### src/rtl/mips_int_pkg.sv
// Shared definitions for the MIPS external interrupt controller.
package mips_int_pkg;

    // Number of external interrupt sources when the parent does not override it.
    localparam int N_SRC_DEFAULT = 4;

    // Controller states: waiting, requesting the CPU, CPU servicing a source.
    typedef enum logic [1:0] {
        IDLE    = 2'd0,
        REQ     = 2'd1,
        SERVICE = 2'd2
    } int_state_t;

endpackage

### src/rtl/int_sync.sv
// N-bit two-flop synchronizer with synchronous active-high reset.
module int_sync #(
    parameter int WIDTH = 1
) (
    input  logic             i_clk,
    input  logic             i_rst,
    input  logic [WIDTH-1:0] i_d,
    output logic [WIDTH-1:0] o_q
);

    logic [WIDTH-1:0] meta;

    // Two back-to-back flops give the first stage a full cycle to resolve metastability.
    always_ff @(posedge i_clk) begin
        if (i_rst) begin
            meta <= '0;
            o_q  <= '0;
        end else begin
            meta <= i_d;
            o_q  <= meta;
        end
    end

endmodule

### src/rtl/mips_int_ctrl.sv
// External interrupt controller for the pipelined MIPS CPU.
// Edge-triggered sources latch into a pending register, are filtered by a
// mask and arbitrated lowest-index-first; one request is in flight at a time.
// Define INT_CTRL_SYNC_EN to pass i_irq through a 2-flop synchronizer
// (asynchronous sources); without it i_irq must be synchronous to i_clk.
module mips_int_ctrl
    import mips_int_pkg::*;
#(
    parameter int N_SRC = N_SRC_DEFAULT,
    parameter int ID_W  = $clog2(N_SRC)
) (
    input  logic             i_clk,
    input  logic             i_rst,
    input  logic [N_SRC-1:0] i_irq,
    input  logic             i_mask_we,
    input  logic [N_SRC-1:0] i_mask_wdata,
    input  logic             i_ack,
    input  logic             i_eoi,
    output logic             o_ext_int,
    output logic [ID_W-1:0]  o_int_id,
    output logic [N_SRC-1:0] o_pending,
    output logic [N_SRC-1:0] o_mask
);

    int_state_t       state;
    int_state_t       state_next;
    logic [ID_W-1:0]  id_next;
    logic [ID_W-1:0]  win_id;
    logic [N_SRC-1:0] irq_s;
    logic [N_SRC-1:0] irq_prev;
    logic [N_SRC-1:0] irq_edge;
    logic [N_SRC-1:0] pending;
    logic [N_SRC-1:0] mask;
    logic [N_SRC-1:0] eligible;
    logic [N_SRC-1:0] clear_vec;
    logic [N_SRC-1:0] pending_next;

`ifdef INT_CTRL_SYNC_EN
    int_sync #(
        .WIDTH (N_SRC)
    ) u_int_sync (
        .i_clk (i_clk),
        .i_rst (i_rst),
        .i_d   (i_irq),
        .o_q   (irq_s)
    );
`else
    assign irq_s = i_irq;
`endif

    // Previous sampled level; reset to 0 so a line high at reset release counts as one edge.
    always_ff @(posedge i_clk) begin
        if (i_rst) begin
            irq_prev <= '0;
        end else begin
            irq_prev <= irq_s;
        end
    end

    assign irq_edge = irq_s & ~irq_prev;
    assign eligible = pending & mask;

    // Lowest eligible index wins; scanning downward leaves the lowest hit last.
    always_comb begin
        win_id = '0;
        for (int i = N_SRC - 1; i >= 0; i--) begin
            if (eligible[i]) begin
                win_id = ID_W'(i);
            end
        end
    end

    // Next state, latched ID and the pending bit to clear on acknowledge.
    always_comb begin
        state_next = state;
        id_next    = o_int_id;
        clear_vec  = '0;
        case (state)
            IDLE: begin
                if (|eligible) begin
                    state_next = REQ;
                    id_next    = win_id;
                end
            end
            REQ: begin
                if (i_ack) begin
                    state_next          = SERVICE;
                    clear_vec[o_int_id] = 1'b1;
                end else if (!mask[o_int_id]) begin
                    state_next = IDLE;
                end
            end
            SERVICE: begin
                if (i_eoi) begin
                    state_next = IDLE;
                end
            end
            default: begin
                state_next = IDLE;
            end
        endcase
    end

    // A fresh edge is ORed in after the clear so a simultaneous set wins.
    assign pending_next = (pending & ~clear_vec) | irq_edge;

    // State, latched ID and the registered request line to the CPU.
    always_ff @(posedge i_clk) begin
        if (i_rst) begin
            state     <= IDLE;
            o_int_id  <= '0;
            o_ext_int <= 1'b0;
        end else begin
            state     <= state_next;
            o_int_id  <= id_next;
            o_ext_int <= (state_next == REQ);
        end
    end

    // Pending bits are kept regardless of mask; mask resets to all sources enabled.
    always_ff @(posedge i_clk) begin
        if (i_rst) begin
            pending <= '0;
            mask    <= '1;
        end else begin
            pending <= pending_next;
            if (i_mask_we) begin
                mask <= i_mask_wdata;
            end
        end
    end

    assign o_pending = pending;
    assign o_mask    = mask;

endmodule

### config.mk
export PLATFORM = sky130hd
export DESIGN_NAME = mips_int_ctrl
export DESIGN_NICKNAME = d
export VERILOG_FILES = /design/src/rtl/mips_int_pkg.sv /design/src/rtl/int_sync.sv /design/src/rtl/mips_int_ctrl.sv
export SDC_FILE = /design/constraint.sdc
export NUM_CORES = 1
export LEC_CHECK = 0
export BUFFER_PORTS_ARGS = -buffer_cell sky130_fd_sc_hd__buf_4
export CAP_MARGIN = 20
export CORE_MARGIN = 2
export CORE_UTILIZATION = 35
export DETAILED_ROUTE_END_ITERATION = 10
export GPL_TIMING_DRIVEN = 1
export SKIP_CTS_REPAIR_TIMING = 1
export SLEW_MARGIN = 20
export SYNTH_ARGS = -nofsm -noshare
export SYNTH_HDL_FRONTEND = slang
export SYNTH_SLANG_ARGS = --single-unit
### constraint.sdc
create_clock -name i_clk -period 2.78 [get_ports i_clk]
set_input_delay 0.417 -clock i_clk [delete_from_list [all_inputs] [get_ports i_clk]]
set_output_delay 0.417 -clock i_clk [all_outputs]
set_load 0.02 [all_outputs]
---- Word level (Yosys, flattened, before mapping) ----
Index checks and enable logic that the tools add are counted.
storage, ports and cells
  input bits .............................. 13
  register bits after elaboration ......... 17
operators by class
  order comparisons ....................... 2
  reduce and logical (&&, ||, !) cells .... 4
  equal/unequal tests ..................... 3
  mux-type cells .......................... 15
  bitwise logic cells ..................... 6
operators by type and width
  operator            count
  $mux 2              8
  $and 4x4->4         3
  $mux 4              2
  $not 4->4           2
  $pmux 2 s3          1
  $eq 2x1->1 const B  2
  $or 4x4->4          1
  $reduce_or 4->1     1
  $lt 2x3->1 const B  1
  $bmux 1 s2          1
  $demux 1 s2         1
  $eq 2x2->1 const B  1
  $ge 2x1->1 const B  1
  $logic_not 2->1     1
  $mux 1              2
  $reduce_and 2->1    1
  $logic_and 1x1->1   1

---- Logic depth before layout (Yosys ltp) ----
Gate-level depths: netlist (run 1).
  depth in word-level cells ............... 9
  gate-level depth with buffers ........... 4
  depth with buffers taken out ............ 4

---- Worst setup path after synthesis (run 1) ----
Ideal clock, no wire load.
  path type ............................... register to register
  from .................................... register mask[2] (netlist: o_mask[2])
  to ...................................... register o_int_id[0]
  cell stages (with the launch flop) ...... 5
  path slack .............................. 1.318 ns
  required time ........................... 2.713 ns
  arrival ................................. 1.395 ns
  cell sequence ........................... dfxtp_1 a22oi_1 a311o_1 a221o_1 a21oi_2
on the way
  word-level cells in the longest chain between the ends .. 4
  elaborated cells between the ends (all ways) .. 6
  those cells by class .................... mux (3); bitwise (1); reduce/logical (2)
RTL lines
  what                    line                  text
  from (decl)             mips_int_ctrl.sv:33   logic [N_SRC-1:0] mask;
  from (signal assigned)  mips_int_ctrl.sv:128  mask <= i_mask_wdata;
  $and 4x4->4 (*)         mips_int_ctrl.sv:61   assign eligible = pending & mask;
  $mux 2 (3 in a row)     mips_int_ctrl.sv:67   if (eligible[i]) begin
  to (signal assigned)    mips_int_ctrl.sv:115  o_int_id <= id_next;
  to (decl)               mips_int_ctrl.sv:20   output logic [ID_W-1:0] o_int_id,
Mark *: on every way between the ends. The rest lies on a longest branch, timed or not.
A chain may end at the register's enable or synchronous reset.

---- Worst setup path after layout (run 1) ----
Ends and elaborated chain as after synthesis.

==> flow_summary.ini, run 1 <==
[finish]
layout-drive-gt1-share = 0.304
layout_common_cells = buf_4, dfxtp_1, nor2b_1
fillerInstances = 189
stdcell_area_um2 = 890
final_util = 0.504
synthToLayoutAreaGrowth_pct = 32.9
final_common_cell = buf_4
diodes = 0
multiInputGateArea_um2 = 310
final_nets = 106
seqCellArea_um2 = 340

[cts]
cts_tree = built
cts_buffers = 3
clk_latency_ns = 0.29
cts_sinks = 17
cts.htree.levels = 1
cts_buffer_depth = 2
cts_root_buf = clkbuf_4
clk_transition_reported_paths_ns = 0.10

[sta]
period_minus_slack_ns = 1.46
grt_setup_unrepaired = false
fin_skew_ns = 0.00387
setup_ws_ns = 1.32
whs_ns = 0.325
fmax_mhz = 684
setup_tns_ns = 0
setup_viol = 0
drv_slew = 0
period_share = 0.526
slew-limit-headroom = 0.837
worst_pin_slew_ns = 0.242
finalHoldViolCount = 0

[synthesis]
avgSynthCellArea_um2 = 9.84
synth.yosys.seq_area_share = 0.508
netlist_instances = 68
ys_ff_latch = 17
ys_types = 20
yosysWarnings = 0
syn_area_um2 = 669
syn_nets = 81

[power]
pwr-share-clk = 0.247
ir_drop_v = 0.000357
power.internal_w = 0.000373
leakage_nw = 0.365
combPwrFrac = 0.208
p_sw_frac = 0.291
p_seq_frac = 0.545
power_density_mw_per_mm2 = 592
p_sw_w = 0.000153

[routing]
drtAntennaViolNets = 0
vias = 587
firstDrtPassIters = 4
wl_per_cell_um = 12.0
routed_via_density = 5.02
dr.first_iter.drc_count = 12
drc = 0
routed_wl_um = 1410

[die]
fp.dieW_um = 47.7
core-area_mm2 = 0.00176
initial_core_util = 0.379
die_h_um = 47.7
io_pins = 24
rows = 15
dieArea_mm2 = 0.00228

[critical_path]
arrival_ns = 1.70
regToRegSetupSlack_ns = 1.32
cp_data_required_time_ns = 3.01
end_kind = flip-flop
path_max_fanout = 5
crit_type = flip-flop to flip-flop
start_kind = flip-flop

[placed_design]
gp_congestion = 0.759
post-place-ws_ns = 1.37
portBuffers = 23
hpwlAfterDp_um = 1010
place_area_um2 = 862

[grt]
grt.total_usage = 0.141
first_global_vias = 514
globalRouteOverflowTotal = 0
grt_pass1_wl_um = 2240
grt_max_degree = 18
grt_antenna_before_repair = 0

[hold_path]
hold_path_class = input port to flip-flop

[flow_run]
maxCapViolations = 0

[outcome]
outcome = complete, no violations
## registers in the layout, indices dropped and copies added (netlist names)
name and cells:
state 2, o_pending 4, irq_prev 4, o_ext_int 1
o_int_id 2, o_mask 4
## metrics by stage
stage | instances | total power, W
2_1_floorplan | 68 | 0.000353
3_3_place_gp | 113 | 0.000400
3_5_place_dp | 113 | 0.000401
4_1_cts | 117 | 0.000535
5_1_grt | 117 | 0.000556
6_report | 117 | 0.000526
## power by group through the flow
stage	registers [W]	clock network (W)	logic (W)
floorplan	0.000301	0	0.0000525
global placement	0.000292	0	0.000107
detailed placement	0.000292	0	0.000109
CTS	0.000287	0.000138	0.000110
global route	0.000291	0.000146	0.000119
finish	0.000287	0.000130	0.000110
## cell type report
class	instances	share of cell area
Inverter	2	0.00844
Timing Repair Buffer	23	0.194
Multi-Input combinational cell	46	0.349
Clock inverter	1	0.00563
Clock buffer	3	0.0253
Sequential cell	17	0.383
Tap cell	25	0.0352
## worst max-delay path: stages (launching register included)
cell and delay, ns:
dfxtp_1 0.42, a22oi_1 0.14, a311o_1 0.42, a221o_1 0.30, a21oi_2 0.13
## synth_stat cells
library cell,n,area (um2)
clkbuf_1,3,11.3
mux4_1,1,26.3
a311o_1,1,10.0
nand3b_1,1,7.51
a21oi_1,5,25.0
a221o_1,1,10.0
nor3_1,2,10.0
a211oi_1,1,7.51
o31ai_1,4,30.0
a211o_1,4,35.0
nand2b_1,4,25.0
a22oi_1,1,7.51
a221oi_1,2,17.5
nor2b_1,8,50.1
nand3_1,2,10.0
nor2_1,3,11.3
dfxtp_1,17,340
inv_1,2,7.51
nand2_1,5,18.8
a21oi_2,1,8.76
## worst paths after layout
path                    from           end  depth (start not counted)
min          i_mask_wdata[0]     o_mask[0]                          2
max reg2reg        o_mask[2]   o_int_id[0]                          4
max                o_mask[2]   o_int_id[0]                          4
min reg2reg      irq_prev[2]  o_pending[2]                          2
## kinds of logic after synthesis
group                  after synthesis  synth area share
AO/OA/AOI/OAI                       20             0.226
buffers and inverters                5            0.0280
multiplexers                         1            0.0393
AND/OR/NAND/NOR                     25             0.198
flip-flops                          17             0.508
## layer usage
layer,global-route usage,vias to the layer above,wire [um]
met5,0,-,0
met4,0.0324,0,6
met3,0.0604,2,109
met2,0.219,24,616
met1,0.182,265,673
li1,-,296,-
Note: power is estimated with default switching activity, not from simulation.
==> run 2: changes to the inputs <==
- clock period: 2.78 -> 1.3 ns (I/O delays scaled with it)
==> flow_summary.ini, run 2 (same netlist as run 1, synthesis figures left out) <==
[routing]
vias = 616
firstDrtPassIters = 4
drc = 0
drtAntennaViolNets = 0
routed_wl_um = 1560
routed_via_density = 4.85
wl_per_cell_um = 12.3
dr.first_iter.drc_count = 4

[cts]
cts_tree = built
cts_buffer_depth = 2
cts_buffers = 3
clk_latency_ns = 0.28
cts_root_buf = clkbuf_4
cts_sinks = 17
clk_transition_reported_paths_ns = 0.09
cts.htree.levels = 1

[placed_design]
gp_congestion = 0.782
portBuffers = 23
hpwlAfterDp_um = 1150
place_inst = 121
post-place-ws_ns = 0.00204

[hold_path]
worstHoldStart = i_mask_wdata[0]
min_path_cells = 2
hold_end = o_mask[0]
hold_path_class = input port to flip-flop

[critical_path]
reg2regPathDepth = 4
regToRegSetupSlack_ns = 0.05
end_kind = flip-flop
slowest_stage = dfxtp_4
cp_slowest_stage_delay_ns = 0.38
crit_type = flip-flop to flip-flop
start_kind = flip-flop
cp_data_required_time_ns = 1.52
worstReg2RegStart = o_mask[0]
arrival_ns = 1.47
rr_endpoint = o_int_id[0]
path_max_fanout = 5
path_cells = nand2_2, a311o_1, a221o_1, a21oi_2

[sta]
worst_pin_slew_ns = 0.230
drv_slew = 0
setup_viol = 0
fmax_mhz = 801
period_minus_slack_ns = 1.25
fin_skew_ns = 0.000644
slew-limit-headroom = 0.846
period_share = 0.961
grt_setup_unrepaired = true
setup_ws_ns = 0.0511
finalHoldViolCount = 0
whs_ns = 0.110

[die]
dieArea_mm2 = 0.00228
rows = 15
core-area_mm2 = 0.00176
io_pins = 24
initial_core_util = 0.379
die_h_um = 47.7
fp.dieW_um = 47.7

[finish]
final_nets = 116
layout_common_cells = buf_4, dfxtp_1, nor2b_1
final_common_cell = buf_4
synthToLayoutAreaGrowth_pct = 48.0
final_cells = 127
layout-drive-gt1-share = 0.471
diodes = 0

[grt]
globalRouteOverflowTotal = 0
grt.total_usage = 0.149
grt_pass1_wl_um = 2270
first_global_vias = 539
grt_antenna_before_repair = 0
grt_max_degree = 18

[outcome]
outcome = complete, no violations

[power]
leakage_nw = 0.416
ir_drop_v = 0.000557
power_density_mw_per_mm2 = 1190

[flow_run]
maxCapViolations = 0
[run 2: worst max path at each step]
stage	startpoint	to	slack (ns)	cells after the start
2_1_floorplan	o_mask[1]	o_int_id[0]	-0.08	4
3_3_place_gp	o_mask[2]	o_int_id[0]	0.04	4
3_5_place_dp	o_mask[2]	o_int_id[0]	0.002	4
4_1_cts	o_mask[2]	o_int_id[0]	-0.02	4
5_1_grt	o_mask[0]	o_ext_int	-0.005	4
6_report	o_mask[0]	o_int_id[0]	0.05	4
[run 2: area by class of cell]
cell class                 count  area (um2)
fill                         183         773
sequential                    17         353
multi-input combinational     46         325
timing repair buffer          33         248
tap                           25        31.3
clock buffer                   4        26.3
inverter                       2        7.51
[run 2: power by group]
part	switching (W)	internal (W)
registers	0.0000401	0.000569
clock network	0.000154	0.000119
logic	0.000140	0.000156
[run 2: stage by stage]
stage,TNS [ns],total power (W),utilization,instance area [um2]
finish,0,0.00118,0.562,991
global route,-0.00530,0.00124,0.562,991
CTS,-0.0210,0.00117,0.541,955
detailed placement,0,0.000899,0.526,928
global placement,0,0.000895,0.526,928
floorplan,-0.0786,0.000758,-,676
[run 2: critical path: cells and delay by family, from the launching register on]
family           cells  cell delay (ns)
AND/OR/NAND/NOR      1             0.05
flip-flops           1             0.38
AO/OA/AOI/OAI        3             0.75
[run 2: layer usage]
metal | GRT usage | wire, um | vias up | part of all wire
li1 | - | - | 316 | -
met2 | 0.219 | 743 | 16 | 0.48
met5 | 0 | 0 | - | 0
met3 | 0.0226 | 65 | 2 | 0.042
met1 | 0.200 | 732 | 282 | 0.47
met4 | 0.0973 | 17 | 0 | 0.011
